File: src/rtl/instr_fetch_buffer.sv
// ---------------------------------------------------------------------------
// instr_fetch_buffer
//
// Instruction store plus fetch stage. A loader streams words into the store
// one per clock while LoadInstructions is high. Once loading stops and Reset
// has been pulsed, the block fetches the words in order into the IF/ID
// register. It supports decode stalls, branch redirect with flush, NOP fill
// past the end of the program, sticky overflow detection and a sticky
// program-done flag.
//
// Ports
//   clk              in   clock, all state updates on the rising edge
//   Reset            in   synchronous active-high, clears fetch state only
//   ClearProgram     in   synchronous, empties the program (count + overflow)
//   LoadInstructions in   1 = load mode (fetch frozen), 0 = run mode
//   Instruction      in   word written in load mode
//   Stall            in   hold PC and IF/ID
//   BranchTaken      in   redirect fetch to BranchTarget and flush IF/ID
//   BranchTarget     in   byte address of the redirect, bits [1:0] ignored
//   IF_ID_Instr      out  fetched instruction
//   IF_ID_PC         out  byte address of IF_ID_Instr
//   IF_ID_Valid      out  IF_ID_Instr is a real loaded instruction
//   LoadCount        out  number of words in the current program
//   LoadOverflow     out  sticky, a load word was dropped (store full)
//   Done             out  sticky, fetch PC has reached LoadCount
//
// Load-session tracking FSM
//   state  | meaning
//   S_RUN  | previous cycle was not a load cycle; next load starts a session
//   S_LOAD | a load session is in progress; next load appends
// ---------------------------------------------------------------------------
module instr_fetch_buffer #(
    parameter int                WIDTH = 32,
    parameter int                DEPTH = 64,
    parameter int                AW    = $clog2(DEPTH),
    parameter logic [WIDTH-1:0]  NOP   = {WIDTH{1'b0}}
) (
    input  logic              clk,
    input  logic              Reset,
    input  logic              ClearProgram,
    input  logic              LoadInstructions,
    input  logic [WIDTH-1:0]  Instruction,
    input  logic              Stall,
    input  logic              BranchTaken,
    input  logic [31:0]       BranchTarget,
    output logic [WIDTH-1:0]  IF_ID_Instr,
    output logic [31:0]       IF_ID_PC,
    output logic              IF_ID_Valid,
    output logic [AW:0]       LoadCount,
    output logic              LoadOverflow,
    output logic              Done
);

    localparam logic [AW:0] DEPTH_V = (AW+1)'(DEPTH);
    localparam logic [AW:0] ONE_V   = (AW+1)'(1);

    typedef enum logic {
        S_RUN  = 1'b0,
        S_LOAD = 1'b1
    } state_t;

    state_t state_q;
    state_t state_d;

    logic              load_en;
    logic              session_start;

    logic [WIDTH-1:0]  mem [DEPTH];
    logic              mem_we;
    logic [AW-1:0]     mem_waddr;

    logic [AW:0]       pc;
    logic [AW:0]       pc_inc;
    logic              pc_in_prog;
    logic [WIDTH-1:0]  fetch_word;

    logic [AW-1:0]     tgt_slot;
    logic [AW:0]       tgt_ext;
    logic [AW:0]       tgt_pc;

    logic              unused_tgt_bits;

    // ------------------------------------------------------------------
    // Session tracking FSM
    // ------------------------------------------------------------------
    always_ff @(posedge clk) begin
        if (Reset) begin
            state_q <= S_RUN;
        end else begin
            state_q <= state_d;
        end
    end

    always_comb begin
        state_d       = state_q;
        load_en       = 1'b0;
        session_start = 1'b0;
        if (Reset) begin
            state_d = S_RUN;
        end else if (LoadInstructions) begin
            state_d       = S_LOAD;
            load_en       = 1'b1;
            session_start = (state_q == S_RUN);
        end else begin
            state_d = S_RUN;
        end
    end

    // ------------------------------------------------------------------
    // Program count and overflow. ClearProgram beats an in-flight load.
    // ------------------------------------------------------------------
    always_ff @(posedge clk) begin
        if (ClearProgram) begin
            LoadCount    <= '0;
            LoadOverflow <= 1'b0;
        end else if (load_en) begin
            if (session_start) begin
                LoadCount <= ONE_V;
            end else if (LoadCount == DEPTH_V) begin
                LoadOverflow <= 1'b1;
            end else begin
                LoadCount <= LoadCount + ONE_V;
            end
        end
    end

    // ------------------------------------------------------------------
    // Store: synchronous write, combinational read, no reset
    // ------------------------------------------------------------------
    always_comb begin
        mem_we    = load_en && !ClearProgram &&
                    (session_start || (LoadCount != DEPTH_V));
        mem_waddr = session_start ? '0 : LoadCount[AW-1:0];
    end

    always_ff @(posedge clk) begin
        if (mem_we) begin
            mem[mem_waddr] <= Instruction;
        end
    end

    // ------------------------------------------------------------------
    // Fetch datapath
    // ------------------------------------------------------------------
    // The slot lookup is only used when pc < LoadCount <= DEPTH, so the
    // truncated index is always in range when it matters.
    always_comb begin
        pc_in_prog = (pc < LoadCount);
        fetch_word = pc_in_prog ? mem[pc[AW-1:0]] : NOP;
        pc_inc     = (pc == DEPTH_V) ? pc : pc + ONE_V;
    end

    // The redirect keeps only the slot-index bits; for a non-power-of-two
    // store one subtraction folds the index back into range.
    always_comb begin
        tgt_slot = BranchTarget[AW+1:2];
        tgt_ext  = {1'b0, tgt_slot};
        tgt_pc   = (tgt_ext >= DEPTH_V) ? (tgt_ext - DEPTH_V) : tgt_ext;
    end

    assign unused_tgt_bits = ^{BranchTarget[31:AW+2], BranchTarget[1:0]};

    always_ff @(posedge clk) begin
        if (Reset) begin
            pc          <= '0;
            IF_ID_Instr <= NOP;
            IF_ID_PC    <= '0;
            IF_ID_Valid <= 1'b0;
            Done        <= 1'b0;
        end else if (LoadInstructions) begin
            IF_ID_Instr <= NOP;
            IF_ID_Valid <= 1'b0;
        end else begin
            if (!pc_in_prog) begin
                Done <= 1'b1;
            end
            if (BranchTaken) begin
                pc          <= tgt_pc;
                IF_ID_Instr <= NOP;
                IF_ID_PC    <= '0;
                IF_ID_Valid <= 1'b0;
            end else if (!Stall) begin
                pc          <= pc_inc;
                IF_ID_Instr <= fetch_word;
                IF_ID_PC    <= 32'({pc, 2'b00});
                IF_ID_Valid <= pc_in_prog;
            end
        end
    end

endmodule
File: config.mk
export PLATFORM = sky130hd
export DESIGN_NAME = instr_fetch_buffer
export DESIGN_NICKNAME = d
export VERILOG_FILES = /design/src/rtl/instr_fetch_buffer.sv
export SDC_FILE = /design/constraint.sdc
export NUM_CORES = 2
export LEC_CHECK = 0
export ABC_AREA = 1
export CORE_UTILIZATION = 56
export DETAILED_ROUTE_END_ITERATION = 12
export HOLD_SLACK_MARGIN = 0.05
export PLACE_DENSITY_LB_ADDON = 0.3
export SLEW_MARGIN = 20
export SYNTH_ARGS = -nofsm -noshare
export SYNTH_HDL_FRONTEND = slang
export SYNTH_SLANG_ARGS = --single-unit
File: constraint.sdc
create_clock -name clk -period 4.1 [get_ports clk]
set_input_delay 0.82 -clock clk [delete_from_list [all_inputs] [get_ports clk]]
set_output_delay 0.82 -clock clk [all_outputs]
set_load 0.005 [all_outputs]
Yosys cells after proc, flatten, opt, wreduce, memory -nomap -nowiden
Memories as Yosys holds them, arrays and structs flattened. A register that Yosys moved wholly into a read port is not among the register bits.
Cells that the tools add are included.
{"block": "word_totals", "reg_bits": 82, "ramBits": 2048, "inputBits": 70, "out_inout_bits": 74, "word_cells": 49, "mem_count": 1}
{"memory": "mem", "depth": 64, "width": 32, "read_ports": 1, "rd_ports_with_merged_regs": 1, "write_ports": 1, "line_no": "68", "source": "logic [WIDTH-1:0] mem [DEPTH];"}
{"block": "op_classes", "n_addsub": 2, "order_cmp": 1, "eq_ne": 6, "mux": 17, "bitwise": 4, "reduce_logical": 10}
{"operator": "two-way mux 32 bit", "n": 3}
{"operator": "two-way mux 7 bit", "n": 5}
{"operator": "two-way mux 6 bit", "n": 3}
{"operator": "adder 7 x 1 -> 7 bit (second input constant)", "n": 2}
{"operator": "== test 7 bit (second input constant)", "n": 2}
{"operator": "< comparator 7 bit", "n": 1}
{"operator": "inequality test 7 bit (second input constant)", "n": 1}
{"operator": "two-way mux 1 bit", "n": 6}
{"operator": "AND reduction 2 bit", "n": 3}
{"operator": "AND reduction 3 bit", "n": 2}
{"operator": "inequality test 2 bit (second input constant)", "n": 2}
{"operator": "NOT 1 bit", "n": 4}
{"operator": "OR reduction 3 bit", "n": 1}
{"operator": "logical AND 1 bit", "n": 2}
{"operator": "inequality test 2 x 1 -> 1 bit (second input constant)", "n": 1}
{"operator": "logical NOT 1 bit", "n": 1}
{"operator": "logical OR 1 bit", "n": 1}

Depth between registers and ports, before layout
{"block": "logic_depth", "ltp_word": 7, "depth_mapped": 14, "mapped_depth_nobuf": 12}

Worst setup path after synthesis
No wires, ideal clock.
{"block": "synth_path", "path_type": "input-to-reg", "start": "input port LoadInstructions", "end": "memory mem[7][0] (enable)", "setup_ns": 0.461, "t_arrival_ns": 3.861, "required_time_ns": 3.639, "slack_ns": -0.223, "cell_stages": 10, "n_path_buf": 0, "path_cell_list": "inv_2 -> nor2_4 -> inv_2 -> nor2_4 -> inv_2 -> nand2_2 -> nand3_1 -> inv_1 -> nand2_1 -> nor3_1"}
{"block": "synth_via", "elab_chain_cells": 6, "elab_cells_between_ends": 10, "cone_classes": "7 x mux; 3 x reduce/logical"}
{"element": "start, declared", "line_no": "41", "source": "input logic LoadInstructions,"}
{"element": "two-way mux 1 bit", "line_no": "100", "source": "end else if (LoadInstructions) begin"}
{"element": "two-way mux 1 bit", "line_no": "98", "source": "if (Reset) begin"}
{"element": "named net load_en", "line_no": "65", "source": "logic load_en;"}
{"element": "logical AND 1 bit (2 in a row)", "line_no": "131", "source": "mem_we = load_en && !ClearProgram &&"}
{"element": "two-way mux 1 bit", "line_no": "137", "source": "if (mem_we) begin"}
{"element": "two-way mux 1 bit (not written as such)", "line_no": "138", "source": "mem[mem_waddr] <= Instruction;"}
{"element": "end, declared", "line_no": "68"}
The timed path passes the listed nets, and every way through them passes these cells.

Worst setup path in the final report
{"block": "layout_path", "start": "register LoadCount[0]", "end": "memory mem[3][24] (enable)"}
{"block": "layout_via", "elab_chain_cells": 5, "elab_cells_between_ends": 6, "cone_classes": "1 x eq/ne; 3 x mux; 2 x reduce/logical"}
{"element": "start, declared", "line_no": "49", "source": "output logic [AW:0] LoadCount,"}
{"element": "start signal, assigned", "line_no": "122", "source": "LoadCount <= LoadCount + ONE_V;"}
{"element": "inequality test 7 bit", "line_no": "132", "source": "(session_start || (LoadCount != DEPTH_V));"}
{"element": "logical OR 1 bit", "line_no": "132"}
{"element": "logical AND 1 bit", "line_no": "131"}
{"element": "two-way mux 1 bit", "line_no": "137"}
{"element": "two-way mux 1 bit (not written as such)", "line_no": "138"}
Several ways; a longest one is shown, not always the timed one.

==> metrics.cfg <==
[sta]
worstMarginPinSlew_ns=1.15
rsz0062_at_grt=false
fin_skew_ns=0.0222
fmax_mhz=325
maxSlewHeadroom_pct=23.0
fin_ws_ns=1.02
post-route-min-period_ns=3.08
setup_violations=0
fin_tns_setup_ns=0
drv_slew=0
finalCritPeriodShare_pct=75.1
finalHoldViolations=0

[critical_path]
critical_path_class=reg -> reg
r2r_cells=10
cpLargestDelayFamily=simple AND/OR/NAND/NOR gates
startpoint_type=register
worstPathArrival_ns=3.62
critPathMaxStageDelay_ns=0.55
cp_max_fo=22
r2r-start=LoadCount[0]
crit_buf_inv=2
r2r_slack_ns=1.02
crit_path_end_kind=register
cp_cell_sequence=inv_2 -> ha_1 -> nand3_1 -> nor2_1 -> nand2_2 -> nand2_4 -> nor2_8 -> nand4_4 -> nor2_4 -> buf_12
crit_slowest_cell=dfxtp_1
crit_cells=10
reg2reg_to=mem[3][24]
worstPathRequired_ns=4.64

[clock_tree]
cts_root_buf=clkbuf_16
h-tree-depth=4
cts_tree=done
clk_latency_ns=0.84
post_cts_buffers=0
clk_pin_slew_ns=0.07
cts_buffers=203
numClockSinks=2111
cts_buffer_depth=3
ctsResizeCount=0
ctsHoldBuffers=0

[pwr]
ir_drop_mv=0.486
power_leakage_uw=0.0329
p_per_area_mw_per_mm2=477

[floorplanning]
die_height_um=391
core_area_mm2=0.150
fp.dieArea_mm2=0.153
die_w_um=391
row_count=142
initial_core_util_pct=56.5
io_pins=144

[routing]
final_antenna_net_count=0
post_drt_wl_per_cell_um=23.6
drc=0
drt_wl_total_mm=218
first_pass_iters=6
drt_iter0_markers=6830
vias=55739
via_per_inst=6.03

[min_path]
hold-path-endpoint=mem[53][9]
hp-start=Instruction[9]
min_path_cells=1
hold_class=in -> reg

[synth]
synthArstFlopShare_pct=0
avgSynthCellArea_um2=12.1
syn_inst=7037
seq_area_frac_synth_pct=74.0
ys_ff_latch=2111
syn_area_mm2=0.0848
synth_cell_types=35
yosysWarnings=0
synth_edf_count=2048
synthFlopType=edfxtp_1

[global_route]
grt_use_total_pct=28.5
grt_max_degree=160
gr-total-overflow=0
grt_pass1_wl_mm=325
grt_pass1_vias=53258
antenna_found_initial=9

[finish]
final_nets=7129
finish.utilization_pct=63.4
instances_no_fill=9246
areaGrowthSynthToFinish_pct=12.3
drive_above_1_share_pct=8.16

[placement]
numPortBuffers=92
place_congestion=0.945
post-place-ws_ns=0.189
dpl.hpwl_mm=120
placedCellCount=8860

[outcome]
outcome=finished, final reports clean

[run]
max_cap_viol_count=0

==> cells by family after synthesis <==
logic type | after synthesis | synth area share, %
AOI/OAI and AO/OA | 84 | 0.547
xor gates and xnor gates | 1 | 0.0103
adders and majority gates | 10 | 0.148
buffers and inverters | 528 | 3.13
DFF | 2111 | 74.0
other | 1 | 0.00442
and+or+nand+nor | 4302 | 22.2
==> worst register-to-register path, stage by stage (launching register included) <==
cell	delay (ns)
dfxtp_1	0.55
inv_2	0.21
ha_1	0.24
nand3_1	0.07
nor2_1	0.07
nand2_2	0.10
nand2_4	0.12
nor2_8	0.22
nand4_4	0.43
nor2_4	0.51
buf_12	0.24
==> synth_stat cells (11+ instances only) <==
cell type	number	share of area (%)
a21oi_1	57	0.34
buf_1	61	0.27
buf_2	247	1.5
buf_4	57	0.50
buf_6	20	0.27
clkbuf_1	100	0.44
dfxtp_1	63	1.5
edfxtp_1	2048	73
inv_1	35	0.15
nand2_1	2217	9.8
nand3_1	1978	12
nor2_1	78	0.35
o21ai_0	11	0.065
==> per-stage QoR <==
step | power [uW] | hold slack, ns | area (um^2)
after floorplan | 26300 | 0.453 | 84900
after global placement | 27500 | 0.453 | 88700
after detailed placement | 27600 | 0.453 | 88700
after CTS | 45600 | 0.196 | 95200
after global routing | 46700 | 0.245 | 95200
final | 45500 | 0.258 | 95200
==> worst max-delay path by stage <==
stage,start,endpoint,slack (ns)
CTS,LoadCount[0],mem[3][28],0.99
global route,LoadCount[0],mem[3][24],0.87
detailed placement,LoadInstructions,mem[3][31],0.19
global placement,LoadInstructions,mem[3][19],0.26
finish,LoadCount[0],mem[3][24],1.02
floorplan,LoadInstructions,mem[0][0],0.45
==> sequential cells by signal, summed over array words and instances (netlist names), named ones only <==
register,flops
LoadCount,7
Done,1
pc,7
IF_ID_Valid,1
state_q,1
IF_ID_Instr,32
mem,2048
LoadOverflow,1
IF_ID_PC,7
==> routing by layer <==
metal | global-route usage, % | share of wire (%)
met5 | 0 | 0.032
met4 | 13.1 | 4.5
met3 | 5.03 | 10
met2 | 44.6 | 47
met1 | 39.3 | 39
==> power breakdown <==
group | leakage, uW | internal [uW] | switching [uW] | total (uW)
logic | 0.0108 | 914 | 2570 | 3490
clock network | 0.00316 | 10300 | 7960 | 18200
registers | 0.0189 | 23700 | 68.3 | 23700
total | 0.0329 | 34900 | 10600 | 45500
==> final cells by class <==
cell class                 count  area (um^2)
sequential                  2111        62800
fill                       10711        54900
multi-input combinational   4422        20000
clock buffer                 249         5340
timing repair buffer         268         3260
tap                         2016         2520
clock inverter               133         1150
inverter                      43          198
antenna                        4         10.0
==> cell usage in the layout (no fill, tap or decap), types with 3 or more instances in the layout <==
cell type        synthesis  routed
nor2_4                   4      67
clkinvlp_4               0       8
nor3_1                   9       8
dfxtp_1                 63      57
inv_16                   0       3
buf_2                  247      27
nor2_1                  78      15
ha_1                    10      10
clkinv_1                 1      59
buf_12                   0      93
diode_2                  0       4
clkbuf_16                0     206
conb_1                   1      25
nand2_2                  4       4
inv_6                    0       7
bufinv_16                0      16
clkbuf_1               100      41
inv_1                   35      33
inv_8                    0       3
clkinv_8                 0       4
clkinv_2                 1      35
nand2_1               2217    2217
buf_4                   57      89
dfxtp_4                  0       5
nand3_2                  2       3
a21oi_1                 57      57
inv_2                    6       5
nand3_1               1978    1977
edfxtp_1              2048    2048
a31oi_1                  3       3
nand4_4                  5       5
a211oi_1                 6       6
clkdlybuf4s50_1          0      59
o21ai_0                 11      11
(Power assumes the default switching activity.)
